[config.mk]
export PLATFORM = sky130hd
export DESIGN_NAME = sim_run_ctrl
export DESIGN_NICKNAME = d
export VERILOG_FILES = /design/src/rtl/sim_run_ctrl.sv
export SDC_FILE = /design/constraint.sdc
export NUM_CORES = 1
export LEC_CHECK = 0
export ABC_AREA = 0
export BUFFER_PORTS_ARGS = -buffer_cell sky130_fd_sc_hd__buf_2
export CORE_MARGIN = 4
export CORE_UTILIZATION = 40
export DETAILED_ROUTE_END_ITERATION = 8
export PLACE_DENSITY = 0.66
export SYNTH_ARGS = -nofsm -noshare
export SYNTH_HDL_FRONTEND = slang
export SYNTH_SLANG_ARGS = --single-unit
[constraint.sdc]
create_clock -name clk -period 4.4 [get_ports clk]
set_input_delay 0.44 -clock clk [delete_from_list [all_inputs] [get_ports clk]]
set_output_delay 0.44 -clock clk [all_outputs]
set_load 0.01 [all_outputs]
[src/rtl/sim_run_ctrl.sv]
// sim_run_ctrl: cycle-counting run sequencer for a test bench.
// A run starts on `start`, ends on error, completion or timeout, waits a
// fixed drain window, then pulses finish_o once and holds the verdict.
//
// Handshake: there is no valid/ready pair here. start, done_i and err_i are
// plain levels sampled at posedge clk in the states listed on each port, and
// finish_o is a single-cycle strobe with no back-pressure.
module sim_run_ctrl #(
  parameter int CYC_W     = 32,
  parameter int MAX_CYC   = 10,
  parameter int DRAIN_CYC = 2
) (
  input  logic             clk,
  input  logic             rst,
  input  logic             start,
  input  logic             done_i,
  input  logic             err_i,
  output logic [CYC_W-1:0] cyc_o,
  output logic             busy_o,
  output logic             finish_o,
  output logic             pass_o,
  output logic             fail_o,
  output logic             timeout_o
);

  typedef enum logic [1:0] {
    S_IDLE  = 2'd0,
    S_RUN   = 2'd1,
    S_DRAIN = 2'd2,
    S_DONE  = 2'd3
  } state_e;

  // Drain counter only needs to reach DRAIN_CYC-1; keep at least one bit.
  localparam int DW = (DRAIN_CYC > 2) ? $clog2(DRAIN_CYC) : 1;
  localparam logic [DW-1:0]    DRAIN_LAST = (DRAIN_CYC == 0) ? '0 : DW'(DRAIN_CYC - 1);
  localparam logic [CYC_W-1:0] MAX_CNT    = CYC_W'(MAX_CYC);
  localparam logic [CYC_W-1:0] CYC_ONES   = '1;

  // state_q is left as a named enum so checkers can bind to it directly.
  state_e           state_q, state_d;
  logic [CYC_W-1:0] cyc_q, cyc_d;
  logic [DW-1:0]    drain_q, drain_d;
  logic             pass_q, pass_d;
  logic             fail_q, fail_d;
  logic             timeout_q, timeout_d;
  logic             finish_q, finish_d;
  logic             run_exit;

  // State register and datapath flops; reset wins over everything.
  always_ff @(posedge clk) begin
    if (rst) begin
      state_q   <= S_IDLE;
      cyc_q     <= '0;
      drain_q   <= '0;
      pass_q    <= 1'b0;
      fail_q    <= 1'b0;
      timeout_q <= 1'b0;
      finish_q  <= 1'b0;
    end else begin
      state_q   <= state_d;
      cyc_q     <= cyc_d;
      drain_q   <= drain_d;
      pass_q    <= pass_d;
      fail_q    <= fail_d;
      timeout_q <= timeout_d;
      finish_q  <= finish_d;
    end
  end

  // Next-state, cycle count, drain count and verdict flag logic.
  always_comb begin
    state_d   = state_q;
    cyc_d     = cyc_q;
    drain_d   = drain_q;
    pass_d    = pass_q;
    fail_d    = fail_q;
    timeout_d = timeout_q;
    finish_d  = 1'b0;
    run_exit  = 1'b0;
    case (state_q)
      S_IDLE, S_DONE: begin
        if (start) begin
          state_d   = S_RUN;
          cyc_d     = '0;
          drain_d   = '0;
          pass_d    = 1'b0;
          fail_d    = 1'b0;
          timeout_d = 1'b0;
        end
      end
      S_RUN: begin
        cyc_d = (cyc_q == CYC_ONES) ? cyc_q : cyc_q + CYC_W'(1);
        // Error outranks completion, completion outranks timeout.
        if (err_i) begin
          run_exit = 1'b1;
          fail_d   = 1'b1;
        end else if (done_i) begin
          run_exit = 1'b1;
          pass_d   = 1'b1;
        end else if (cyc_q == MAX_CNT) begin
          run_exit  = 1'b1;
          fail_d    = 1'b1;
          timeout_d = 1'b1;
        end
        if (run_exit) begin
          drain_d = '0;
          if (DRAIN_CYC == 0) begin
            state_d  = S_DONE;
            finish_d = 1'b1;
          end else begin
            state_d = S_DRAIN;
          end
        end
      end
      S_DRAIN: begin
        cyc_d   = (cyc_q == CYC_ONES) ? cyc_q : cyc_q + CYC_W'(1);
        drain_d = drain_q + DW'(1);
        // A late error demotes a pass; a timeout already carries fail.
        if (err_i) begin
          pass_d = 1'b0;
          fail_d = 1'b1;
        end
        if (drain_q == DRAIN_LAST) begin
          state_d  = S_DONE;
          finish_d = 1'b1;
        end
      end
      default: state_d = S_IDLE;
    endcase
  end

  assign cyc_o     = cyc_q;
  assign busy_o    = (state_q == S_RUN) || (state_q == S_DRAIN);
  assign finish_o  = finish_q;
  assign pass_o    = (state_q == S_DONE) && pass_q;
  assign fail_o    = (state_q == S_DONE) && fail_q;
  assign timeout_o = (state_q == S_DONE) && timeout_q;

endmodule

==> results by group <==
Status
  – Status: finished clean

GRT
  – All-Layer GR Usage: 17.08%
  – Largest net degree at the start of global routing: 29
  – Antenna violations before repair: 0
  – Vias in the first global route: about 1900
  – Overflow left after global routing: 0
  – First-pass GRT wire length: 8.825 mm

Final layout
  – Final instance area: 2452 um^2
  – Most common cell after layout, fill and taps aside: buf_2
  – Commonest cells after routing, fill and taps aside: 41 x buf_2, 39 x dfxtp_1, 22 x nand2_1, 22 x a21oi_1, 21 x nor2_1
  – # diodes: 0
  – Layout cells sized above 1: 18.86%
  – Syn-to-layout area delta: 14.15%
  – Nets@finish: 309

Clock network
  – PostCTS Resize Cnt: 0
  – Max H-tree Level: 2
  – Clock Latency Late Sink: 290 ps
  – TritonCTS clock tree: built
  – Max Buffers Root-to-Sink: 2
  – CTS buffer count: 5
  – Number of clock sinks: 39
  – CTS hold repair buffers: 0
  – Clk root buf: clkbuf_8
  – Postcts setup bufs: 0
  – Clock transition at the registers of the reported paths: 70 ps

Power
  – Switching Fraction: 31.62%
  – Worst VDD drop: roughly 0.17 mV
  – Int Power: 0.5454 mW
  – Sequential Power Share: 48.9%
  – Comb power frac: 23.1%
  – Static Leak: roughly 0.9 nW
  – Clock network power share: 28.0%
  – Pwr Density: around 330 nW/um^2
  – Sw power: around 0.25 mW
  – Total Power: between 0.7 and 0.8 mW

Yosys
  – Compound-gate portion of the synthesized area: 18.00%
  – Synth Cell Area: roughly 2100 um^2
  – Synthesized instance count: 263
  – Xor-xnor portion of the synthesized cell area: ~2.9%
  – Combinational family with the most area after synthesis: simple AND/OR/NAND/NOR gates
  – Post-synth EDFFs: 0
  – Seq/Total Area, Yosys: 36.34%
  – Netlist cell types: 43
  – Synth Warn #: 0
  – Mapped Nets: 274
  – Synth Area in Adders: 3.494%
  – Async set-reset flop share out of synthesis: 0%
  – Main synth FF type: dfxtp_1
  – Mux contribution to synthesized area: ~1.9%
  – Post-Syn Area per Cell: ~8.2 um^2
  – Number of synthesized register bits: 39
  – Post-Synth Simple-Gate Area: 32.44%

Detailed routing
  – Wire per inst: 14.52 um
  – DRC viols: 0
  – Via count: 2073
  – DRT antenna net count: 0
  – WL final: 5.330 mm
  – DRC marker count from the first detailed-route iteration: 123
  – Router iterations before antenna repair: 4
  – Vias per cell: approximately 5.6

STA
  – Peak Freq: around 370 MHz
  – Hold_ws: 471.7 ps
  – Setup Skew: about 6.7 ps
  – Worst slew pin tran: 732.3 ps
  – Min Tclk post-route: roughly 2700 ps
  – Slew Viols, Final: 0
  – Relative slew margins: 50.91%
  – RSZ-0062 raised after global routing: false
  – Final hold vios: 0
  – Final Cycle Share: a little over 60%
  – Setup violators final: 0
  – Fin Setup TNS: 0 ps

Floorplanning
  – Die width: about 81 um
  – Die Y: 81.29 um
  – DIE AREA: 6607 um^2
  – Starting Density: 41.53%
  – # rows: 26
  – # IOs: 42
  – Core ar.: 5172 um^2

Worst setup path
  – CP endpoint kind: register
  – Reg2reg path depth: 6
  – Startpoint types: register
  – Critical path type: register to register
  – Critical Path RT: ~4600 ps
  – Arrival time of the worst setup path: 2920 ps
  – Max FO, Critical Path: 24

Placed design
  – IO Port Bufs: 41
  – Hpwl dp: 3.812 mm
  – Post-place instance area: 2380 um^2
  – Routability cong.: 0.7991

Worst hold path
  – Min-Delay Path Depth: 4
  – HP Class: input pin to register

Run
  – Max cap viols: 0
==> cell type report <==
cell class,count,area [um^2]
clock buffer,6,72.57
fill,526,2720
inverter,10,37.54
multi-input combinational,200,1261
sequential,39,780.7
tap,70,87.58
timing repair buffer,42,212.7
==> cell families (layout without fill, tap and decap cells) <==
family	after synthesis	count (layout)
AO/OA/AOI/OAI	62	62
XOR/XNOR	7	7
adder cells (fa/ha/maj)	6	6
buffers and inverters	24	58
flip-flops	39	39
multiplexers	4	4
AND/OR/NAND/NOR	121	121
==> worst max-delay path: stages (launching register included) <==
cell and delay, ps:
dfxtp_1 390, inv_1 80, ha_1 450, nor4b_4 590, and4_1 780, o21ai_0 190, a21oi_1 140
==> per-layer routing <==
metal,GRT usage [%],share of wire (%),up-vias,wire length [um]
met3,3.548,5.1,10,271
li1,-,-,1048,-
met1,22.10,47,965,2494
met5,0,0,-,0
met2,26.71,46,50,2439
met4,8.615,2.3,0,124
==> stage by stage <==
step	std cells	setup slack [ps]	utilization, %
6_report	367	1710	47.41
5_1_grt	367	1430	47.41
4_1_cts	367	1711	47.41
3_5_place_dp	361	1766	46.01
3_3_place_gp	361	1812	46.01
2_1_floorplan	263	2096	-
==> Yosys cell counts (all sizes together), types with 6 or more instances <==
master,number,share of area (%)
or3,12,3.5
nand2,22,3.8
nand4,15,4.7
or4,10,3.5
clkbuf,7,1.2
nor2,21,3.7
ha,6,3.5
buf,7,2.0
o31ai,11,3.8
o21ai,13,3.0
nor3,8,2.1
inv,10,1.7
xnor2,7,2.9
dfxtp,39,36
nand3,8,1.9
a21oi,22,5.1
==> sequential cells by signal, summed over array words and instances (netlist names) <==
name,flops
state_q,2
fail_q,1
pass_q,1
drain_q,1
cyc_o,32
timeout_q,1
finish_o,1
==> worst paths after layout <==
check | start | endpoint | slack, ps
worst max register to register | state_q[0] | cyc_o[5] | 1710
worst min-delay path | err_i | timeout_q | 470
worst min register to register | drain_q | finish_o | 470
worst max-delay path | state_q[0] | cyc_o[5] | 1710
==> power by group through the flow <==
stage	Clock (mW)	Combinational [mW]	Sequential (mW)
2_1_floorplan	0	0.134	0.397
3_3_place_gp	0	0.183	0.398
3_5_place_dp	0	0.185	0.399
4_1_cts	0.232	0.186	0.390
5_1_grt	0.245	0.207	0.393
6_report	0.223	0.184	0.390
No activity file was read; power rests on OpenSTA's default activity.
